===== config.mk =====
export PLATFORM = sky130hd
export DESIGN_NAME = unidade_controle_jogo
export DESIGN_NICKNAME = d
export VERILOG_FILES = /design/src/rtl/unidade_controle_jogo_pkg.sv /design/src/rtl/unidade_controle_jogo.sv
export SDC_FILE = /design/constraint.sdc
export NUM_CORES = 1
export LEC_CHECK = 0
export ABC_AREA = 1
export CAP_MARGIN = 5
export CORE_AREA = 8 8 45 47
export CTS_BUF_LIST = sky130_fd_sc_hd__clkbuf_4
export DETAILED_ROUTE_END_ITERATION = 10
export DIE_AREA = 0 0 53 55
export DONT_BUFFER_PORTS = 1
export SETUP_SLACK_MARGIN = 0.2
export SLEW_MARGIN = 20
export SYNTH_ARGS = -nofsm -noshare
export SYNTH_HDL_FRONTEND = slang
export SYNTH_SLANG_ARGS = --single-unit
export TNS_END_PERCENT = 1

===== constraint.sdc =====
create_clock -name clock -period 3 [get_ports clock]
set_input_delay 0.15 -clock clock [delete_from_list [all_inputs] [get_ports clock]]
set_output_delay 0.15 -clock clock [all_outputs]
set_load 0.03 [all_outputs]

===== src/rtl/unidade_controle_jogo_pkg.sv =====
// Shared definitions for the memory-sequence game control unit:
// 5-bit state codes (also driven on db_estado) and LED mux selector values.
package unidade_controle_jogo_pkg;

    typedef enum logic [4:0] {
        INICIAL        = 5'h00,
        PREPARACAO     = 5'h01,
        MOSTRA         = 5'h02,
        APAGA          = 5'h03,
        PROXIMO_MOSTRA = 5'h04,
        INICIA_JOGADA  = 5'h05,
        ESPERA         = 5'h06,
        REGISTRA       = 5'h07,
        COMPARA        = 5'h08,
        PROXIMO        = 5'h09,
        NOVA_RODADA    = 5'h0A,
        FIM_ACERTO     = 5'h0B,
        FIM_ERRO       = 5'h0C,
        FIM_TIMEOUT    = 5'h0D
    } estado_t;

    localparam logic [1:0] SEL_APAGADO = 2'b00;
    localparam logic [1:0] SEL_MEMORIA = 2'b01;
    localparam logic [1:0] SEL_BOTOES  = 2'b10;

endpackage


===== src/rtl/unidade_controle_jogo.sv =====
// Moore control unit for the memory-sequence game.
// Optional feature macro: JOGO_TIMEOUT_EN (move timeout; when undefined,
// contaT stays 0, the timeout input is ignored and fim_timeout decodes as
// an unused code).
// Handshake: jogada_feita is a one-cycle pulse from the datapath and is
// only acted on while the FSM sits in espera; there is no back-pressure,
// a pulse arriving in any other state is dropped.
// The current state is always visible on db_estado.
module unidade_controle_jogo
    import unidade_controle_jogo_pkg::*;
(
    input  logic       clock,
    input  logic       reset,
    input  logic       iniciar,
    input  logic       fimM,
    input  logic       meioM,
    input  logic       fimL,
    input  logic       endecoIgualLimite,
    input  logic       botoesIgualMemoria,
    input  logic       jogada_feita,
    input  logic       timeout,
    output logic       zeraE,
    output logic       contaE,
    output logic       zeraL,
    output logic       contaL,
    output logic       zeraR,
    output logic       registraR,
    output logic       zeraM,
    output logic       contaM,
    output logic       contaT,
    output logic [1:0] seletor,
    output logic       pronto,
    output logic       acertou,
    output logic       errou,
    output logic [4:0] db_estado
);

    estado_t estadoAtual;
    estado_t proximoEstado;

`ifndef JOGO_TIMEOUT_EN
    // Timeout input has no effect when the feature is compiled out.
    logic timeoutIgnorado;
    assign timeoutIgnorado = timeout;
`endif

    // State register: asynchronous return to inicial on reset low.
    always_ff @(posedge clock or negedge reset) begin
        if (!reset) estadoAtual <= INICIAL;
        else        estadoAtual <= proximoEstado;
    end

    // Next-state logic; unknown codes fall back to inicial.
    always_comb begin
        proximoEstado = estadoAtual;
        case (estadoAtual)
            INICIAL:        if (iniciar) proximoEstado = PREPARACAO;
            PREPARACAO:     proximoEstado = MOSTRA;
            MOSTRA:         if (meioM) proximoEstado = APAGA;
            APAGA:          if (fimM) proximoEstado = endecoIgualLimite ? INICIA_JOGADA : PROXIMO_MOSTRA;
            PROXIMO_MOSTRA: proximoEstado = MOSTRA;
            INICIA_JOGADA:  proximoEstado = ESPERA;
            ESPERA: begin
                // A move pulse wins over a simultaneous timeout.
                if (jogada_feita) proximoEstado = REGISTRA;
`ifdef JOGO_TIMEOUT_EN
                else if (timeout) proximoEstado = FIM_TIMEOUT;
`endif
            end
            REGISTRA:       proximoEstado = COMPARA;
            COMPARA: begin
                if (!botoesIgualMemoria)    proximoEstado = FIM_ERRO;
                else if (endecoIgualLimite) proximoEstado = fimL ? FIM_ACERTO : NOVA_RODADA;
                else                        proximoEstado = PROXIMO;
            end
            PROXIMO:        proximoEstado = ESPERA;
            NOVA_RODADA:    proximoEstado = MOSTRA;
            FIM_ACERTO,
`ifdef JOGO_TIMEOUT_EN
            FIM_TIMEOUT,
`endif
            FIM_ERRO:       if (iniciar) proximoEstado = PREPARACAO;
            default:        proximoEstado = INICIAL;
        endcase
    end

    // Output decode from the current state only.
    always_comb begin
        zeraE     = 1'b0;
        contaE    = 1'b0;
        zeraL     = 1'b0;
        contaL    = 1'b0;
        zeraR     = 1'b0;
        registraR = 1'b0;
        zeraM     = 1'b0;
        contaM    = 1'b0;
        contaT    = 1'b0;
        seletor   = SEL_APAGADO;
        pronto    = 1'b0;
        acertou   = 1'b0;
        errou     = 1'b0;
        case (estadoAtual)
            PREPARACAO: begin
                zeraE = 1'b1;
                zeraL = 1'b1;
                zeraR = 1'b1;
                zeraM = 1'b1;
            end
            MOSTRA: begin
                seletor = SEL_MEMORIA;
                contaM  = 1'b1;
            end
            APAGA:          contaM = 1'b1;
            PROXIMO_MOSTRA: begin
                contaE = 1'b1;
                zeraM  = 1'b1;
            end
            INICIA_JOGADA: begin
                zeraE = 1'b1;
                zeraR = 1'b1;
            end
            ESPERA: begin
                // Dropping contaT elsewhere clears the timeout counter per move.
`ifdef JOGO_TIMEOUT_EN
                contaT  = 1'b1;
`endif
                seletor = SEL_BOTOES;
            end
            REGISTRA: begin
                registraR = 1'b1;
                seletor   = SEL_BOTOES;
            end
            COMPARA:        seletor = SEL_BOTOES;
            PROXIMO:        contaE = 1'b1;
            NOVA_RODADA: begin
                contaL = 1'b1;
                zeraE  = 1'b1;
                zeraM  = 1'b1;
            end
            FIM_ACERTO: begin
                pronto  = 1'b1;
                acertou = 1'b1;
            end
`ifdef JOGO_TIMEOUT_EN
            FIM_TIMEOUT,
`endif
            FIM_ERRO: begin
                pronto = 1'b1;
                errou  = 1'b1;
            end
            default: ;
        endcase
    end

    assign db_estado = estadoAtual;

endmodule


==> impl_metrics.json <==
{
  "clkTransAtPathRegs_ps": 40,
  "antenna_found_initial": 0,
  "grt_pass1_vias": 537,
  "final_common_cell": "nand2_1",
  "pre_cts_ws_ps": 911,
  "grt_max_degree": 10,
  "cts_tree": "built",
  "initial_utilization_pct": 39.3,
  "rows": 14,
  "yosysUniqueCellTypes": 18,
  "cp.required_ps": 2850,
  "finalHoldViolations": 0,
  "crit_fanout": 9,
  "crit_start": "db_estado[3]$_DFFE_PN0P_",
  "largest_reg_flops": 4,
  "worstPathArrival_ps": 2170,
  "cap_viol_max_count": 0,
  "powerDensity_nw_per_um2": 1440,
  "syn_avg_cell_area_um2": 5.55,
  "synth_top_area_share_pct": 18.6,
  "synth_top_cell_by_area": "nand2_1",
  "critical_path_class": "reg2out",
  "worst_slack_ps": 681,
  "status": "completed",
  "finalCritPeriodShare_pct": 77.3,
  "synth-seq-area-share_pct": 18.4,
  "cts-root-buf": "clkbuf_4",
  "fin_cells": 118,
  "finish.instance_area_um2": 589,
  "clock_latency_ps": 230,
  "drtAntennaViolNets": 0,
  "num_vias": 562,
  "die_area_um2": 2920,
  "cts.path.max_buffers": 2,
  "end_kind": "output pin",
  "ios": 29,
  "diodes": 0,
  "ir_drop_v": 0.000387,
  "most-common-layout-cells": "27 x nand2_1, 19 x nor2_1, 15 x inv_1, 6 x nand3_1",
  "worst_pin_slew_ps": 947,
  "synth_area_um2": 544,
  "drc": 0,
  "wl_per_cell_um": 11.8,
  "worstReg2RegStart": "db_estado[3]$_DFFE_PN0P_",
  "slew_viol_final": 0,
  "synth.ff_latch_count": 4,
  "core_um2": 1380,
  "cts_max_level": 1,
  "nFillCells": 176,
  "fin_nets": 114,
  "route.detailed.vias_per_inst": 4.76,
  "fin_skew_ps": 1.16,
  "grt_pass1_wl_um": 2280,
  "setup_viol": 0,
  "power.static_leakage_uw": 0.000386,
  "portBuffers": 0,
  "dp_hpwl_um": 1210,
  "hold_class": "in2async",
  "startpoint_type": "flop",
  "fin_hold_ws_ps": 192,
  "area.growth.synth_to_final_pct": 8.28,
  "totalWireLength_um": 1390,
  "rsz0062_at_grt": "false",
  "drt_iter0_markers": 9,
  "gp_congestion": 0.770,
  "die_w_um": 53,
  "timing.final.crit_period_ps": 2320,
  "overflow": 0,
  "syn_inst": 98,
  "placed_cell_area_um2": 557,
  "fin_setup_tns_ps": 0,
  "dp.cells": 114,
  "ys_top_cells_by_area": "nand2_1 19%, dfrtp_1 18%, nor2_1 13%",
  "clock-sinks": 4,
  "grt_usage_pct": 10.1,
  "fmax_mhz": 431,
  "relSlewSlack_pct": 36.2,
  "cts_buffers": 3,
  "die_h_um": 55,
  "post_cts_buffers": 0,
  "synth_warnings": 0,
  "drtPass1Iterations": 6,
  "layout-drive-gt1-share_pct": 20.6
}
metal layers:
metal  up-vias  wire (um)  share of wire [%]  GRT usage [%]
met5         -          0                  0              0
met4         0          0                  0           1.29
met3         0        162                 12           6.68
met2        20        654                 47           16.2
met1       244        574                 41           11.3
li1        298          -                  -              -
path summary, 6_finish.rpt:
kind	endpoint	slack (ps)	cells past startpoint
max	seletor[1]	680	5
min	db_estado[1]$_DFFE_PN0P_	190	1
max reg2reg	db_estado[3]$_DFFE_PN0P_	1300	5
min reg2reg	db_estado[1]$_DFFE_PN0P_	760	2
max in group asynchronous	db_estado[2]$_DFFE_PN0P_	2640	1
min in group clock	db_estado[2]$_DFFE_PN0P_	220	4
cells by family after synthesis:
family / after synthesis / share of synthesized area, %
AOI/OAI and AO/OA: 6 / 5.75
and+or+nand+nor: 66 / 57.9
DFF: 4 / 18.4
buffers and inverters: 21 / 17.2
other: 1 / 0.689
cell type report:
| cell class | count | area [um^2] | share of cell area (%) |
|---|---|---|---|
| multi-input cells | 74 | 354 | 60.1 |
| flip-flops and latches | 4 | 100 | 17.0 |
| inverters | 18 | 67.6 | 11.5 |
| repair buffers | 3 | 25.0 | 4.25 |
| clock buffers | 3 | 22.5 | 3.82 |
| well taps | 16 | 20.0 | 3.40 |
where the power goes:
part | switching (uW) | total (uW) | internal (uW)
sequential | 107 | 188 | 80.5
clock | 20.3 | 64.9 | 44.6
combinational | 443 | 595 | 152
total | 570 | 848 | 278
synth_stat cells:
| cell | number |
|---|---|
| nand3_2 | 1 |
| nand2_4 | 3 |
| o21ai_0 | 4 |
| nor2_2 | 4 |
| buf_6 | 1 |
| inv_2 | 3 |
| buf_4 | 2 |
| dfrtp_1 | 4 |
| nand2_1 | 27 |
| a21oi_1 | 1 |
| o22ai_1 | 1 |
| nand2_2 | 4 |
| nor2_1 | 19 |
| inv_1 | 15 |
| nand3b_1 | 1 |
| nor2_4 | 1 |
| conb_1 | 1 |
| nand3_1 | 6 |
repair_timing:
action | in CTS | in global routing
resized for setup | 0 | 0
hold buffers | 1 | 0
hold endpoints to repair | 4 | 0
through the flow:
| stage | power (uW) | utilization, % |
|---|---|---|
| after floorplan | 694 | - |
| after global placement | 786 | 40.2 |
| after detailed placement | 789 | 40.2 |
| after CTS | 860 | 42.6 |
| after global routing | 933 | 42.6 |
| final | 848 | 42.6 |
critical path, cell delays in order (launching register included):
cell and delay [ps]:
dfrtp_1 580, inv_2 180, nand2_2 120, nor2_1 510, nor2_1 150, o21ai_0 390
No activity file was read; power rests on OpenSTA's default activity.
